==> config.mk <==
export PLATFORM = sky130hd
export DESIGN_NAME = aq_falu_pipe_sched
export DESIGN_NICKNAME = d
export VERILOG_FILES = /design/src/rtl/aq_falu_pkg.sv /design/src/rtl/aq_falu_rr_arb.sv /design/src/rtl/aq_falu_pipe_sched.sv
export SDC_FILE = /design/constraint.sdc
export NUM_CORES = 1
export LEC_CHECK = 0
export ABC_AREA = 1
export CORE_MARGIN = 2
export CORE_UTILIZATION = 30
export DETAILED_ROUTE_END_ITERATION = 7
export PLACE_DENSITY = 0.59
export SYNTH_ARGS = -nofsm -noshare
export SYNTH_HDL_FRONTEND = slang
export SYNTH_HIERARCHICAL = 1
export SYNTH_SLANG_ARGS = --single-unit
==> constraint.sdc <==
create_clock -name forever_cpuclk -period 4.5 [get_ports forever_cpuclk]
set_input_delay 0.675 -clock forever_cpuclk [delete_from_list [all_inputs] [get_ports forever_cpuclk]]
set_output_delay 0.675 -clock forever_cpuclk [all_outputs]
set_load 0.02 [all_outputs]
==> src/rtl/aq_falu_pkg.sv <==
// Shared owner encoding, tag width and stage record for the FALU issue pipeline.
// Pure declarations; no latency or backpressure of its own.
package aq_falu_pkg;

    localparam int TAG_W  = 4;
    localparam int STAGES = 3;
    localparam int CNT_W  = $clog2(STAGES + 1);

    typedef enum logic {
        OWN_FPU = 1'b0,
        OWN_VPU = 1'b1
    } owner_e;

    typedef struct packed {
        logic             vld;
        owner_e           owner;
        logic [TAG_W-1:0] tag;
    } stage_t;

    function automatic logic owner_rdy(input owner_e owner, input logic fpu_rdy, input logic vpu_rdy);
        return (owner == OWN_VPU) ? vpu_rdy : fpu_rdy;
    endfunction

endpackage

==> src/rtl/aq_falu_rr_arb.sv <==
// Two-way round-robin arbiter between FPU and VPU issue; combinational grant.
// Grants only when en is high; pointer moves to the loser after each grant, holds otherwise.
module aq_falu_rr_arb
    import aq_falu_pkg::*;
(
    input  logic   clk,
    input  logic   rst_n,
    input  logic   en,
    input  logic   fpu_req,
    input  logic   vpu_req,
    output logic   fpu_gnt,
    output logic   vpu_gnt,
    output owner_e rr
);

    always_comb begin
        fpu_gnt = 1'b0;
        vpu_gnt = 1'b0;
        if (en) begin
            if (fpu_req && vpu_req) begin
                fpu_gnt = (rr == OWN_FPU);
                vpu_gnt = (rr == OWN_VPU);
            end else begin
                fpu_gnt = fpu_req;
                vpu_gnt = vpu_req;
            end
        end
    end

    always_ff @(posedge clk or negedge rst_n) begin
        if (!rst_n) begin
            rr <= OWN_FPU;
        end else if (fpu_gnt) begin
            rr <= OWN_VPU;
        end else if (vpu_gnt) begin
            rr <= OWN_FPU;
        end
    end

endmodule

==> src/rtl/aq_falu_pipe_sched.sv <==
// Three-stage FALU scheduler shared by scalar FPU and vector VPU; grant to result is 3 cycles.
// An unready owner stalls ex3 and the stall ripples back only through occupied stages.
module aq_falu_pipe_sched
    import aq_falu_pkg::*;
(
    input  logic             forever_cpuclk,
    input  logic             cpurst_b,
    input  logic             fpu_req_vld,
    input  logic [TAG_W-1:0] fpu_req_tag,
    input  logic             vpu_req_vld,
    input  logic [TAG_W-1:0] vpu_req_tag,
    output logic             fpu_req_gnt,
    output logic             vpu_req_gnt,
    output logic             fpu_res_vld,
    output logic             vpu_res_vld,
    output logic [TAG_W-1:0] res_tag,
    input  logic             fpu_res_rdy,
    input  logic             vpu_res_rdy,
    input  logic             falu_flush,
    input  logic             ifu_vpu_warm_up,
    output logic             fadd_ex1_pipedown,
    output logic             fadd_ex2_pipedown,
    output logic             fadd_ex3_pipedown,
    output logic [CNT_W-1:0] falu_inflight_cnt,
    output logic             falu_idle
);

    stage_t     ex1, ex2, ex3;
    stage_t     ex1_nxt, ex2_nxt, ex3_nxt;
    stage_t     new_op;
    logic       ex3_rdy;
    logic       ex1_stall, ex2_stall, ex3_stall;
    logic       issue_en;
    logic       res_take;
    owner_e     rr;
    logic [CNT_W-1:0] cnt_nxt;

    assign ex3_rdy   = owner_rdy(ex3.owner, fpu_res_rdy, vpu_res_rdy);
    assign ex3_stall = ex3.vld && !ex3_rdy;
    assign ex2_stall = ex2.vld && ex3_stall;
    assign ex1_stall = ex1.vld && ex2_stall;

    // Reset gating keeps grants low while cpurst_b is held, even though state is already clear.
    assign issue_en = !ex1_stall && !falu_flush && cpurst_b;

    aq_falu_rr_arb u_arb (
        .clk     (forever_cpuclk),
        .rst_n   (cpurst_b),
        .en      (issue_en),
        .fpu_req (fpu_req_vld),
        .vpu_req (vpu_req_vld),
        .fpu_gnt (fpu_req_gnt),
        .vpu_gnt (vpu_req_gnt),
        .rr      (rr)
    );

    always_comb begin
        new_op.vld   = fpu_req_gnt || vpu_req_gnt;
        new_op.owner = vpu_req_gnt ? OWN_VPU : OWN_FPU;
        new_op.tag   = vpu_req_gnt ? vpu_req_tag : fpu_req_tag;
    end

    // A stage refills whenever it is not stalled; an invalid upstream stage simply empties it.
    always_comb begin
        ex1_nxt = ex1;
        ex2_nxt = ex2;
        ex3_nxt = ex3;
        if (!ex3_stall) ex3_nxt = ex2;
        if (!ex2_stall) ex2_nxt = ex1;
        if (!ex1_stall) ex1_nxt = new_op;
        if (falu_flush) begin
            ex1_nxt.vld = 1'b0;
            ex2_nxt.vld = 1'b0;
            ex3_nxt.vld = 1'b0;
        end
        cnt_nxt = CNT_W'(ex1_nxt.vld) + CNT_W'(ex2_nxt.vld) + CNT_W'(ex3_nxt.vld);
    end

    always_ff @(posedge forever_cpuclk or negedge cpurst_b) begin
        if (!cpurst_b) begin
            ex1               <= '0;
            ex2               <= '0;
            ex3               <= '0;
            falu_inflight_cnt <= '0;
        end else begin
            ex1               <= ex1_nxt;
            ex2               <= ex2_nxt;
            ex3               <= ex3_nxt;
            falu_inflight_cnt <= cnt_nxt;
        end
    end

    assign res_take    = ex3.vld && ex3_rdy && !falu_flush;
    assign fpu_res_vld = res_take && (ex3.owner == OWN_FPU);
    assign vpu_res_vld = res_take && (ex3.owner == OWN_VPU);
    assign res_tag     = ex3.tag;

    assign fadd_ex1_pipedown = (ex1.vld && !ex2_stall) || ifu_vpu_warm_up;
    assign fadd_ex2_pipedown = (ex2.vld && !ex3_stall) || ifu_vpu_warm_up;
    assign fadd_ex3_pipedown = (ex3.vld && ex3_rdy) || ifu_vpu_warm_up;

    assign falu_idle = (falu_inflight_cnt == '0) && !fpu_req_vld && !vpu_req_vld;

endmodule
==> impl_metrics.json <==
{
  "run_status": "finished clean",
  "yosys_warnings": 6,
  "fin_hold_ws_ns": 0.480,
  "multi_input_area_sq_um": 395,
  "synth_area_sq_um": 1020,
  "ctsLongestPathBuffers": 2,
  "dr.first_iter.drc_count": 16,
  "clock.fmax_mhz": 296,
  "vias": 830,
  "cts_tree": "yes",
  "arrival_ns": 2.70,
  "synth_adder_area_share_pct": 1.96,
  "synthMostInstantiatedCell": "nand2_1",
  "core_sq_um": 3310,
  "row_count": 21,
  "cp-start-kind": "input port",
  "setup_violations": 0,
  "drive_above_1_share_pct": 8.50,
  "met1_usage_pct": 12.7,
  "ys_seq_area_share_pct": 51.3,
  "max_cap_viol_count": 0,
  "use_met2_pct": 17.7,
  "start_util_pct": 30.9,
  "synth_top_area_share_pct": 51.3,
  "dp_hpwl_um": 1550,
  "synth-main-ff-cell": "dfrtp_1",
  "cts_resized": 0,
  "slew_viol_final": 0,
  "hold_buffers": 0,
  "muxShareOfSynthArea_pct": 0,
  "yosysUniqueCellTypes": 20,
  "relSlewSlack_pct": 79.5,
  "n_antenna_cell": 0,
  "grt_pass1_wl_um": 3280,
  "synthXorXnorAreaFrac_pct": 0,
  "vias_per_cell": 4.17,
  "grt_use_total_pct": 10.3,
  "path_clk_slew_ns": 0.11,
  "postSynthAreaPerCell_sq_um": 8.32,
  "min_period_ns": 3.37,
  "worstMarginPinSlew_ns": 0.307,
  "num_io_pins": 30,
  "synthTopCellsByArea": "dfrtp_1 51%, nand2_1 18%, inv_1 5.9%",
  "crit_required_ns": 3.83,
  "end_kind": "primary output",
  "busiest_layer": "met2",
  "wl_per_cell_um": 9.79,
  "internal_power_mw": 0.269,
  "synth_fp_nets": 140,
  "fillers": 348,
  "r2r_end": "falu_inflight_cnt[0]",
  "netlist_top_cells_count": "50 x nand2_1, 21 x dfrtp_1, 16 x inv_1",
  "synth_top_area_cell": "dfrtp_1",
  "io_buffer_count": 29,
  "cellLeakagePower_nw": 0.705,
  "drc_errors": 0,
  "h-tree-depth": 1,
  "area_growth_pct": 34.8,
  "worst-r2r-setup-slack_ns": 2.06,
  "hold_violations": 0,
  "use_met3_pct": 1.44,
  "cts-root-buf": "clkbuf_4",
  "hold_class": "reg -> reg",
  "grt_antenna_before_repair": 0,
  "die-height_um": 62.4,
  "cts_setup_buffers": 0,
  "rsz0062_at_grt": "no",
  "power_frac_seq_pct": 57.6,
  "final_cells": 199,
  "pre_cts_ws_ns": 1.14,
  "hold_start": "res_tag[1]",
  "powerDensity_nw_per_um2": 264,
  "clkPwrFrac_pct": 23.6,
  "dp_cells": 195,
  "switchingPower_mw": 0.0955,
  "detail-route-antenna-nets": 0,
  "yosys_register_bits": 21,
  "p_sw_share_pct": 26.2,
  "finalWorstSetupSlack_ns": 1.13,
  "finalPower_mw": 0.365,
  "timing_worst_setup_path_type": "in -> out",
  "routed_wl_um": 1950,
  "clock_skew_ns": 0.00151,
  "holdPathEnd": "res_tag[1]",
  "clock_sinks": 21,
  "synth-compound-area-share_pct": 7.21,
  "synthCells": 123,
  "seq_area_sq_um": 526,
  "grt_max_degree": 23,
  "r2r-start": "ex3[4]",
  "grt_pass1_vias": 777,
  "clkLatencyLatePin_ns": 0.29,
  "ir_drop_v": 0.0000967,
  "combinationalPowerShare_pct": 18.8,
  "timing.final.crit_share_pct": 75.0,
  "fin_tns_setup_ns": 0,
  "synth_top_family_by_area": "simple AND/OR/NAND/NOR gates",
  "whs_path_depth": 2,
  "dieArea_sq_um": 3900,
  "overflow": 0,
  "dr.pass1.iters": 4,
  "cp_max_fo": 7,
  "cts_made_buffers": 3,
  "nNetsFinal": 171,
  "r2r_cells": 12,
  "die_w_um": 62.4,
  "async_reset_ff_share_pct": 100,
  "synth-simple-area-share_pct": 29.5,
  "gp_congestion": 0.727,
  "synth_edf_count": 0
}
-- layer usage --
layer	up-vias	part of all wire, %	wire [um]
li1	437	-	-
met1	369	47	907
met2	22	49	949
met3	2	3.6	71
met4	0	0.98	19
met5	-	0	0
-- metrics by stage --
step / util (%) / instance area (sq um)
floorplan: - / 1020
finish: 41.7 / 1380
detailed placement: 40.9 / 1350
global route: 41.7 / 1380
CTS: 41.7 / 1380
global placement: 40.9 / 1350
-- cell type report --
cell class / count / share of cell area, %
Multi-Input combinational cell: 80 / 28.6
Tap cell: 46 / 4.17
Inverter: 17 / 4.99
Sequential cell: 21 / 38.1
Timing Repair Buffer: 31 / 22.1
Clock buffer: 3 / 1.63
Clock inverter: 1 / 0.363
-- power by group through the flow --
| stage | logic [mW] | clock network [mW] | registers (mW) |
|---|---|---|---|
| finish | 0.0685 | 0.0860 | 0.210 |
| global route | 0.0752 | 0.0995 | 0.212 |
| global placement | 0.0684 | 0 | 0.213 |
| floorplan | 0.0352 | 0 | 0.213 |
| detailed placement | 0.0694 | 0 | 0.214 |
| CTS | 0.0700 | 0.0903 | 0.210 |
-- cell families after synthesis --
family,Yosys count
AOI/OAI and AO/OA,13
buffers and inverters,22
and+or+nand+nor,66
DFF,21
adders and majority gates,1
-- placed cells by master (no fill, tap or decap) --
cell,n
inv_1,16
nor4_1,1
clkinv_2,1
nand4_1,2
clkinv_4,1
nand2_4,1
nand3_1,5
a21oi_1,3
dfrtp_1,21
a21oi_2,1
nor2_1,4
nand2_1,50
nand3_4,1
clkbuf_4,3
o21ai_2,1
nor2_8,1
buf_4,2
clkdlybuf4s50_1,29
nand2_2,1
fa_1,1
o22ai_1,1
o21ai_0,7
-- worst max path at each step --
stage          cells after the start                    to  slack [ns]         from
4_1_cts                           10           vpu_req_gnt        1.13  vpu_res_rdy
5_1_grt                           10           vpu_req_gnt        0.99  vpu_res_rdy
6_report                          10           vpu_req_gnt        1.13  vpu_res_rdy
3_3_place_gp                      10           vpu_req_gnt        1.21  vpu_res_rdy
2_1_floorplan                     12  falu_inflight_cnt[0]        1.73  vpu_res_rdy
3_5_place_dp                      10           vpu_req_gnt        1.14  vpu_res_rdy
-- critical path, stage by stage --
cell and delay [ns]:
clkdlybuf4s50_1 0.49, inv_1 0.04, nand2_1 0.09, nand2_1 0.08, nand4_1 0.22, nand2_1 0.10
nor2_1 0.13, nand2_1 0.09, a21oi_1 0.16, clkdlybuf4s50_1 0.63
-- sequential cells by signal, summed over array words and instances, names as in the netlist --
signal,flops
ex1,6
ex2,6
ex3,2
falu_inflight_cnt,2
res_tag,4
u_arb/rr,1
(Power assumes the default switching activity.)
